## src/rtl/blob_centroid_if.sv

```systemverilog
`default_nettype none
// ============================================================================
// Module      : blob_centroid_if
// Description : Stream and result bundle for blob_centroid.
//               The slave modport belongs to the centroid block. It receives
//               the binned mask stream and drives the per-frame results.
//               The master modport is the opposite view, used by whoever
//               drives the stream and consumes the results.
//               Stream signals:
//                 pixel_data_in  - binned mask pixel
//                 hcount_in      - binned column of the pixel
//                 vcount_in      - binned row of the pixel
//                 data_valid_in  - beat qualifier
//               Result signals:
//                 x_out, y_out, count_out, found_out, centroid_valid_out,
//                 busy_out, bbox_{min,max}_{x,y}_out
// Revision    : 1.0 - initial release
// ============================================================================
interface blob_centroid_if #(
  parameter int HRES = 320,
  parameter int VRES = 180
) ();

  localparam int HWIDTH = $clog2(HRES);
  localparam int VWIDTH = $clog2(VRES);
  localparam int CW     = $clog2(HRES * VRES + 1);

  logic              pixel_data_in;
  logic [HWIDTH-1:0] hcount_in;
  logic [VWIDTH-1:0] vcount_in;
  logic              data_valid_in;

  logic [HWIDTH-1:0] x_out;
  logic [VWIDTH-1:0] y_out;
  logic [CW-1:0]     count_out;
  logic              found_out;
  logic              centroid_valid_out;
  logic              busy_out;
  logic [HWIDTH-1:0] bbox_min_x_out;
  logic [HWIDTH-1:0] bbox_max_x_out;
  logic [VWIDTH-1:0] bbox_min_y_out;
  logic [VWIDTH-1:0] bbox_max_y_out;

  modport slave (
    input  pixel_data_in, hcount_in, vcount_in, data_valid_in,
    output x_out, y_out, count_out, found_out, centroid_valid_out, busy_out,
    output bbox_min_x_out, bbox_max_x_out, bbox_min_y_out, bbox_max_y_out
  );

  modport master (
    output pixel_data_in, hcount_in, vcount_in, data_valid_in,
    input  x_out, y_out, count_out, found_out, centroid_valid_out, busy_out,
    input  bbox_min_x_out, bbox_max_x_out, bbox_min_y_out, bbox_max_y_out
  );

endinterface
`default_nettype wire

```

## src/rtl/blob_centroid.sv

```systemverilog
`default_nettype none
// ============================================================================
// Module      : blob_centroid
// Description : Per-frame pixel count, integer centroid and optional
//               bounding box of the set pixels in a binned 1-bit mask stream.
//               Accumulation runs every beat and never stalls the stream.
//               At frame end the sums are snapshotted. Two restoring
//               dividers then run in parallel, one quotient bit per cycle,
//               to form floor(sum_x/count) and floor(sum_y/count).
//               Ports:
//                 clk_in  - system clock
//                 rst_in  - asynchronous active-high reset
//                 bus     - blob_centroid_if.slave
//                           (mask stream in, results out)
//               Build option:
//                 BLOB_CENTROID_BBOX_EN - when defined, the block tracks
//                 the min/max coordinates of the set pixels. When it is not
//                 defined, the bbox outputs are tied to 0.
// Revision    : 1.0 - initial release
// ============================================================================
module blob_centroid #(
  parameter int HRES      = 320,
  parameter int VRES      = 180,
  parameter int MIN_COUNT = 1
) (
  input  logic           clk_in,
  input  logic           rst_in,
  blob_centroid_if.slave bus
);

  localparam int HWIDTH = $clog2(HRES);
  localparam int VWIDTH = $clog2(VRES);
  localparam int CW     = $clog2(HRES * VRES + 1);
  localparam int SUMW   = $clog2(HRES * HRES * VRES);
  localparam int QW     = (HWIDTH > VWIDTH) ? HWIDTH : VWIDTH;
  // The shifted divisor (count << i) can exceed SUMW bits. The compare is
  // therefore done at full width, so that no high bits are lost.
  localparam int DW     = SUMW + QW;
  localparam int BW     = (QW > 1) ? $clog2(QW) : 1;

  localparam logic [HWIDTH-1:0] C_LAST_H    = HWIDTH'(HRES - 1);
  localparam logic [VWIDTH-1:0] C_LAST_V    = VWIDTH'(VRES - 1);
  localparam logic [CW-1:0]     C_MIN_COUNT = CW'(MIN_COUNT);
  localparam logic [BW-1:0]     C_LAST_BIT  = BW'(QW - 1);

  typedef enum logic [1:0] {
    S_IDLE = 2'd0,
    S_DIV  = 2'd1,
    S_DONE = 2'd2
  } state_t;

  state_t r_state;
  state_t w_state_nxt;
  logic   w_load;
  logic   w_step;

  // --------------------------------------------------------------------------
  // Stream accumulation
  // --------------------------------------------------------------------------
  logic            w_hit;
  logic            w_frame_end;
  logic [CW-1:0]   r_cnt;
  logic [SUMW-1:0] r_sx;
  logic [SUMW-1:0] r_sy;
  logic [CW-1:0]   w_cnt_nxt;
  logic [SUMW-1:0] w_sx_nxt;
  logic [SUMW-1:0] w_sy_nxt;

  assign w_hit       = bus.data_valid_in & bus.pixel_data_in;
  assign w_frame_end = bus.data_valid_in && (bus.hcount_in == C_LAST_H) &&
                       (bus.vcount_in == C_LAST_V);

  // The "next" values include the current beat. The frame-end snapshot
  // therefore captures the last pixel of the frame.
  assign w_cnt_nxt = r_cnt + CW'(w_hit);
  assign w_sx_nxt  = r_sx + (w_hit ? SUMW'(bus.hcount_in) : '0);
  assign w_sy_nxt  = r_sy + (w_hit ? SUMW'(bus.vcount_in) : '0);

  always_ff @(posedge clk_in or posedge rst_in) begin
    if (rst_in) begin
      r_cnt <= '0;
      r_sx  <= '0;
      r_sy  <= '0;
    end else if (w_frame_end) begin
      // Cleared even when the divider is busy. The next beat belongs to a
      // new frame in every case.
      r_cnt <= '0;
      r_sx  <= '0;
      r_sy  <= '0;
    end else if (w_hit) begin
      r_cnt <= w_cnt_nxt;
      r_sx  <= w_sx_nxt;
      r_sy  <= w_sy_nxt;
    end
  end

  // --------------------------------------------------------------------------
  // Control FSM
  // --------------------------------------------------------------------------
  always_ff @(posedge clk_in or posedge rst_in) begin
    if (rst_in) begin
      r_state <= S_IDLE;
    end else begin
      r_state <= w_state_nxt;
    end
  end

  logic [BW-1:0] r_bit;

  always_comb begin
    w_state_nxt = r_state;
    w_load      = 1'b0;
    w_step      = 1'b0;
    case (r_state)
      S_IDLE: begin
        // A frame end that arrives in DIV or DONE is never loaded. Only
        // a frame end seen in IDLE starts a new result.
        if (w_frame_end) begin
          w_load      = 1'b1;
          w_state_nxt = (w_cnt_nxt >= C_MIN_COUNT) ? S_DIV : S_DONE;
        end
      end
      S_DIV: begin
        w_step = 1'b1;
        if (r_bit == '0) begin
          w_state_nxt = S_DONE;
        end
      end
      S_DONE: begin
        w_state_nxt = S_IDLE;
      end
      default: begin
        w_state_nxt = S_IDLE;
      end
    endcase
  end

  // --------------------------------------------------------------------------
  // Restoring dividers (x and y share the divisor and the bit counter)
  // --------------------------------------------------------------------------
  logic [CW-1:0]     r_div_cnt;
  logic [SUMW-1:0]   r_rem_x;
  logic [SUMW-1:0]   r_rem_y;
  logic [HWIDTH-1:0] r_q_x;
  logic [VWIDTH-1:0] r_q_y;
  logic              r_found_snap;
  logic [DW-1:0]     w_dsr;
  logic              w_ge_x;
  logic              w_ge_y;

  assign w_dsr  = DW'(r_div_cnt) << r_bit;
  assign w_ge_x = {{QW{1'b0}}, r_rem_x} >= w_dsr;
  assign w_ge_y = {{QW{1'b0}}, r_rem_y} >= w_dsr;

  always_ff @(posedge clk_in or posedge rst_in) begin
    if (rst_in) begin
      r_div_cnt    <= '0;
      r_rem_x      <= '0;
      r_rem_y      <= '0;
      r_q_x        <= '0;
      r_q_y        <= '0;
      r_bit        <= '0;
      r_found_snap <= 1'b0;
    end else if (w_load) begin
      r_div_cnt    <= w_cnt_nxt;
      r_rem_x      <= w_sx_nxt;
      r_rem_y      <= w_sy_nxt;
      r_q_x        <= '0;
      r_q_y        <= '0;
      r_bit        <= C_LAST_BIT;
      r_found_snap <= (w_cnt_nxt >= C_MIN_COUNT);
    end else if (w_step) begin
      // Quotient bits enter MSB first by shifting left. Any bits above an
      // output width are zero, because the centroid lies inside the frame.
      if (w_ge_x) begin
        r_rem_x <= r_rem_x - w_dsr[SUMW-1:0];
      end
      if (w_ge_y) begin
        r_rem_y <= r_rem_y - w_dsr[SUMW-1:0];
      end
      r_q_x <= (r_q_x << 1) | HWIDTH'(w_ge_x);
      r_q_y <= (r_q_y << 1) | VWIDTH'(w_ge_y);
      r_bit <= r_bit - BW'(1);
    end
  end

  // --------------------------------------------------------------------------
  // Result registers
  // --------------------------------------------------------------------------
  logic [HWIDTH-1:0] r_x_out;
  logic [VWIDTH-1:0] r_y_out;
  logic [CW-1:0]     r_count_out;
  logic              r_found_out;
  logic              r_valid_out;

  always_ff @(posedge clk_in or posedge rst_in) begin
    if (rst_in) begin
      r_x_out     <= '0;
      r_y_out     <= '0;
      r_count_out <= '0;
      r_found_out <= 1'b0;
      r_valid_out <= 1'b0;
    end else begin
      r_valid_out <= (r_state == S_DONE);
      if (r_state == S_DONE) begin
        r_count_out <= r_div_cnt;
        r_found_out <= r_found_snap;
        // With no detection, the last good centroid is kept.
        if (r_found_snap) begin
          r_x_out <= r_q_x;
          r_y_out <= r_q_y;
        end
      end
    end
  end

  assign bus.x_out              = r_x_out;
  assign bus.y_out              = r_y_out;
  assign bus.count_out          = r_count_out;
  assign bus.found_out          = r_found_out;
  assign bus.centroid_valid_out = r_valid_out;
  assign bus.busy_out           = (r_state == S_DIV);

  // --------------------------------------------------------------------------
  // Bounding box
  // --------------------------------------------------------------------------
`ifdef BLOB_CENTROID_BBOX_EN
  logic [HWIDTH-1:0] r_min_x, r_max_x, r_snap_min_x, r_snap_max_x;
  logic [VWIDTH-1:0] r_min_y, r_max_y, r_snap_min_y, r_snap_max_y;
  logic [HWIDTH-1:0] r_bbox_min_x, r_bbox_max_x;
  logic [VWIDTH-1:0] r_bbox_min_y, r_bbox_max_y;
  logic [HWIDTH-1:0] w_min_x_nxt, w_max_x_nxt;
  logic [VWIDTH-1:0] w_min_y_nxt, w_max_y_nxt;

  assign w_min_x_nxt = (w_hit && (bus.hcount_in < r_min_x)) ? bus.hcount_in : r_min_x;
  assign w_max_x_nxt = (w_hit && (bus.hcount_in > r_max_x)) ? bus.hcount_in : r_max_x;
  assign w_min_y_nxt = (w_hit && (bus.vcount_in < r_min_y)) ? bus.vcount_in : r_min_y;
  assign w_max_y_nxt = (w_hit && (bus.vcount_in > r_max_y)) ? bus.vcount_in : r_max_y;

  always_ff @(posedge clk_in or posedge rst_in) begin
    if (rst_in) begin
      r_min_x      <= '1;
      r_max_x      <= '0;
      r_min_y      <= '1;
      r_max_y      <= '0;
      r_snap_min_x <= '1;
      r_snap_max_x <= '0;
      r_snap_min_y <= '1;
      r_snap_max_y <= '0;
      r_bbox_min_x <= '0;
      r_bbox_max_x <= '0;
      r_bbox_min_y <= '0;
      r_bbox_max_y <= '0;
    end else begin
      if (w_frame_end) begin
        r_min_x <= '1;
        r_max_x <= '0;
        r_min_y <= '1;
        r_max_y <= '0;
      end else begin
        r_min_x <= w_min_x_nxt;
        r_max_x <= w_max_x_nxt;
        r_min_y <= w_min_y_nxt;
        r_max_y <= w_max_y_nxt;
      end
      if (w_load) begin
        r_snap_min_x <= w_min_x_nxt;
        r_snap_max_x <= w_max_x_nxt;
        r_snap_min_y <= w_min_y_nxt;
        r_snap_max_y <= w_max_y_nxt;
      end
      if (r_state == S_DONE) begin
        r_bbox_min_x <= r_snap_min_x;
        r_bbox_max_x <= r_snap_max_x;
        r_bbox_min_y <= r_snap_min_y;
        r_bbox_max_y <= r_snap_max_y;
      end
    end
  end

  assign bus.bbox_min_x_out = r_bbox_min_x;
  assign bus.bbox_max_x_out = r_bbox_max_x;
  assign bus.bbox_min_y_out = r_bbox_min_y;
  assign bus.bbox_max_y_out = r_bbox_max_y;
`else
  assign bus.bbox_min_x_out = '0;
  assign bus.bbox_max_x_out = '0;
  assign bus.bbox_min_y_out = '0;
  assign bus.bbox_max_y_out = '0;
`endif

endmodule
`default_nettype wire

```

## src/flat_wrapper.sv

```systemverilog
// flat-port wrapper written by rule: the top's interface ports become plain ports
module blob_centroid_flat 
#(
  parameter int HRES      = 320,
  parameter int VRES      = 180,
  parameter int MIN_COUNT = 1
)
  (clk_in, rst_in, bus_pixel_data_in, bus_hcount_in, bus_vcount_in, bus_data_valid_in, bus_x_out, bus_y_out, bus_count_out, bus_found_out, bus_centroid_valid_out, bus_busy_out, bus_bbox_min_x_out, bus_bbox_max_x_out, bus_bbox_min_y_out, bus_bbox_max_y_out);
  blob_centroid_if #(.HRES(HRES), .VRES(VRES)) bus_i ();
  input  logic clk_in;
  input  logic rst_in;
  input wire logic [$bits(bus_i.pixel_data_in)-1:0] bus_pixel_data_in;
  input wire logic [$bits(bus_i.hcount_in)-1:0] bus_hcount_in;
  input wire logic [$bits(bus_i.vcount_in)-1:0] bus_vcount_in;
  input wire logic [$bits(bus_i.data_valid_in)-1:0] bus_data_valid_in;
  output wire logic [$bits(bus_i.x_out)-1:0] bus_x_out;
  output wire logic [$bits(bus_i.y_out)-1:0] bus_y_out;
  output wire logic [$bits(bus_i.count_out)-1:0] bus_count_out;
  output wire logic [$bits(bus_i.found_out)-1:0] bus_found_out;
  output wire logic [$bits(bus_i.centroid_valid_out)-1:0] bus_centroid_valid_out;
  output wire logic [$bits(bus_i.busy_out)-1:0] bus_busy_out;
  output wire logic [$bits(bus_i.bbox_min_x_out)-1:0] bus_bbox_min_x_out;
  output wire logic [$bits(bus_i.bbox_max_x_out)-1:0] bus_bbox_max_x_out;
  output wire logic [$bits(bus_i.bbox_min_y_out)-1:0] bus_bbox_min_y_out;
  output wire logic [$bits(bus_i.bbox_max_y_out)-1:0] bus_bbox_max_y_out;
  assign bus_i.pixel_data_in = bus_pixel_data_in;
  assign bus_i.hcount_in = bus_hcount_in;
  assign bus_i.vcount_in = bus_vcount_in;
  assign bus_i.data_valid_in = bus_data_valid_in;
  assign bus_x_out = bus_i.x_out;
  assign bus_y_out = bus_i.y_out;
  assign bus_count_out = bus_i.count_out;
  assign bus_found_out = bus_i.found_out;
  assign bus_centroid_valid_out = bus_i.centroid_valid_out;
  assign bus_busy_out = bus_i.busy_out;
  assign bus_bbox_min_x_out = bus_i.bbox_min_x_out;
  assign bus_bbox_max_x_out = bus_i.bbox_max_x_out;
  assign bus_bbox_min_y_out = bus_i.bbox_min_y_out;
  assign bus_bbox_max_y_out = bus_i.bbox_max_y_out;
  blob_centroid #(.HRES(HRES), .VRES(VRES), .MIN_COUNT(MIN_COUNT)) u_core (.clk_in(clk_in), .rst_in(rst_in), .bus(bus_i));
endmodule
```

## config.mk

```make
export PLATFORM = sky130hd
export DESIGN_NAME = blob_centroid_flat
export DESIGN_NICKNAME = d
export VERILOG_FILES = /design/src/rtl/blob_centroid_if.sv /design/src/rtl/blob_centroid.sv /design/src/flat_wrapper.sv
export SDC_FILE = /design/constraint.sdc
export NUM_CORES = 1
export LEC_CHECK = 0
export ABC_AREA = 1
export ABC_CLOCK_PERIOD_IN_PS = 8050
export BUFFER_PORTS_ARGS = -buffer_cell sky130_fd_sc_hd__buf_2
export CAP_MARGIN = 30
export CELL_PAD_IN_SITES_DETAIL_PLACEMENT = 1
export CELL_PAD_IN_SITES_GLOBAL_PLACEMENT = 1
export CORE_ASPECT_RATIO = 0.9
export CORE_MARGIN = 3
export CORE_UTILIZATION = 45
export DETAILED_ROUTE_END_ITERATION = 8
export PLACE_DENSITY = 0.91
export SYNTH_ARGS = -nofsm -noshare
export SYNTH_HDL_FRONTEND = slang
export SYNTH_SLANG_ARGS = --single-unit
```

## constraint.sdc

```tcl
create_clock -name clk_in -period 8.05 [get_ports clk_in]
set_input_delay 0.805 -clock clk_in [delete_from_list [all_inputs] [get_ports clk_in]]
set_output_delay 0.805 -clock clk_in [all_outputs]
set_load 0.02 [all_outputs]
```

==> results by group <==
Cells and area
  • Register Area: between 4000 and 5000 sq um
  • Multi-input logic area: roughly 8300 sq um
  • Final nets: 2,229
  • Share of layout cells above drive strength 1: about 7.7%
  • Core Util, Final: around half
  • Design area: about 16,000 sq um
  • Area Growth Syn to Fin: 7.52%
  • Fillers: around 4.2k

Routing
  • DRC violations left: 0
  • Via density: 5.90
  • Routed Antenna Nets: 0
  • WL final: ~53,000 um
  • DR iter-0 viols: roughly 1.2k
  • Via count: 15.1k
  • Avg WL per Cell: between 20 and 25 um
  • Pre-antenna DRT Iters: 6

Floorplan
  • Chip width: about 200 um
  • Die area: about 34,000 sq um
  • I/O pin total: between 90 and 100
  • # rows: 61
  • Initial Utilization: between 40% and 50%
  • Placeable Area: roughly 31,000 sq um
  • Die span in y: 176 um

Power
  • Clock network power share: between 20 and 25%
  • Combinational share of power: 40.8%
  • Switching power: around 1600 uW
  • Overall power: 3680 uW
  • Pwr/cell area: 236 nW/um^2
  • VDD IR max: roughly 210 uV
  • Seq pwr share: 34.8%
  • LEAKAGE: around 0.0082 uW
  • Net Sw Frac: around 45%
  • Internal power: roughly 2000 uW

Clock tree
  • CTS resizes: 0
  • Clk Latency, worst-skew pair: ~0.47 ns
  • CTS Hold Bufs: 0
  • Max Root-Sink Buffers: 2
  • CTS clk-pin slew, worst paths: 0.09 ns
  • CTS root buf: clkbuf_16
  • CTS sink count: 191
  • Post-CTS Setup Bufs: 0
  • CTS H-tree depth: 4
  • CTS tree: yes
  • TritonCTS buffer count: 17

GRT
  • First-pass GRT wire length: around 85,000 um
  • Vias in the first global route: approximately 15k
  • Initial antenna violation count: 2
  • Gr ovfl total: 0
  • GRT Total Usage: just over 30%
  • Largest net degree at the start of global routing: roughly 130

STA
  • Hold Fails Final Rpt: 0
  • RSZ-0062 raised after global routing: no
  • Period utilization: 58.7%
  • Final min period: approximately 4.7 ns
  • F_max: 212 MHz
  • Slew Limit Fails: 0
  • Final TNS setup: 0 ns
  • Tightest Pin Transition: 0.969 ns
  • Final Setup Violations: 0
  • Hold slack: 0.488 ns
  • Worst Skew: ~0.014 ns
  • Slew HR: a little over a third

Logic synthesis
  • Post-synth EDFFs: 0
  • Ys async rst share: 100%
  • Synth area leaders: dfrtp_1, nand2_1, nand3_1
  • Register area share after synthesis: roughly 33%
  • Post-synth top area share: between 30 and 40%
  • Post-Syn Area: approximately 15,000 sq um
  • Ys Warns: 0
  • Count leader, synth: nand2_1
  • Area leader, netlist: dfrtp_1
  • Syn Area/Cell: around 7 sq um
  • Synth unique cells: 46
  • Top cells by count, synth: nand2_1, inv_1, nand3_1
  • Synthesized netlist cell count: ~2.1k
  • Ys flop type: dfrtp_1
  • #FFs+latches synth: roughly 190

Setup path
  • Crit-path cells: o21ai_0, nand2_1, o21ai_0, nand2_1, o21ai_0, o21ai_0, ha_1, nand2_1, o21ai_0, inv_1, nand2_1, nand2_1, nand3_2, nand3_2, nand2_2, nand2_4, nand2_4, nand2_1, nand2_1
  • Reg2Reg Setup Slack: ~3.3 ns
  • Slowest stage delay, CP: slightly below 1 ns
  • Top fanout value on the critical path: 30
  • CP max stage cell: dfrtp_1
  • Most used cell, CP: nand2_1
  • Worst Setup Start Kind: register
  • CP delay by family, top: simple AND/OR/NAND/NOR gates
  • CP Class: reg2reg
  • Worst EP arrival: 5.08 ns
  • Setup crit end kind: register
  • CP Data Required Time: roughly 8.4 ns
  • Buf/Inv on CP: 1

Placement
  • Dpl cell area: about 15,000 sq um
  • Buffers added on ports: between 50 and 60
  • Final HPWL DP: roughly 40,000 um
  • RD Place Congestion: around 1

Hold path
  • Min-delay worst type: in2async

Flow run
  • Max_cap viols: 0

Outcome
  • Outcome: finished clean
state kept, by name, summed over array words and instances, names as in the netlist:
register,flops
u_core.r_cnt,16
u_core.bus.y_out,8
u_core.r_div_cnt,16
u_core.r_sx,25
u_core.bus.x_out,9
u_core.r_q_x,9
u_core.r_rem_x,25
u_core.bus.centroid_valid_out,1
u_core.bus.count_out,16
u_core.r_bit,4
u_core.r_rem_y,25
u_core.r_found_snap,1
u_core.r_sy,25
u_core.r_state,2
u_core.bus.found_out,1
u_core.r_q_y,8
placed cells by master (no fill, tap or decap), drive strengths merged, types with 8 or more instances in the layout:
cell type,count
o21ai,200
a21oi,84
a22o,10
xor2,36
nand3,252
nand4,43
buf,68
ha,70
clkbuf,17
nand2,586
clkinv,12
conb,34
nor3,35
inv,261
nor2,146
dfrtp,191
o22ai,34
or2,8
xnor2,16
metal layers:
| metal | part of all wire [%] | vias up | GRT usage [%] |
|---|---|---|---|
| li1 | - | 6930 | - |
| met1 | 45 | 7423 | 42.9 |
| met2 | 45 | 609 | 50.1 |
| met3 | 6.9 | 124 | 4.71 |
| met4 | 3.3 | 4 | 11.1 |
| met5 | 0.056 | - | 0 |
per-stage QoR:
step           instances  worst slack, ns
2_1_floorplan       2147             2.05
3_3_place_gp        2520             3.71
3_5_place_dp        2522             3.58
4_1_cts             2554             3.45
5_1_grt             2556             3.07
6_report            2557             3.33
area by class of cell:
| cell class | count | share of cell area, % |
|---|---|---|
| Antenna cell | 1 | 0.0160 |
| Clock buffer | 17 | 2.73 |
| Clock inverter | 15 | 1.10 |
| Inverter | 258 | 6.25 |
| Multi-Input combinational cell | 1598 | 53.3 |
| Sequential cell | 191 | 30.6 |
| Tap cell | 409 | 3.28 |
| Timing Repair Buffer | 68 | 2.73 |
cell families after synthesis:
group	share of synthesized area (%)
simple gates	33.3
compound gates	12.8
other cells	0.0258
xor+xnor	3.14
buf+inv	10.7
flops	32.9
fa+ha+maj	6.59
mux	0.483
final timing paths:
kind	from	end	cells past startpoint
max in group asynchronous	rst_in	u_core.r_rem_x[3]	4
hold / removal	rst_in	u_core.r_cnt[1]	2
hold reg to reg	u_core.bus.y_out[7]	u_core.bus.y_out[7]	2
setup reg to reg	u_core.r_bit[0]	u_core.r_rem_y[23]	19
min in group clk_in	u_core.bus.y_out[7]	u_core.bus.y_out[7]	2
setup / recovery	u_core.r_bit[0]	u_core.r_rem_y[23]	19
power groups by stage:
stage | logic (uW) | clock network (uW) | registers, uW
global route | 1670 | 942 | 1300
floorplan | 1060 | 0 | 1230
CTS | 1460 | 901 | 1270
global placement | 1370 | 0 | 1270
finish | 1500 | 898 | 1280
detailed placement | 1440 | 0 | 1290
Note: power is estimated with default switching activity, not from simulation.
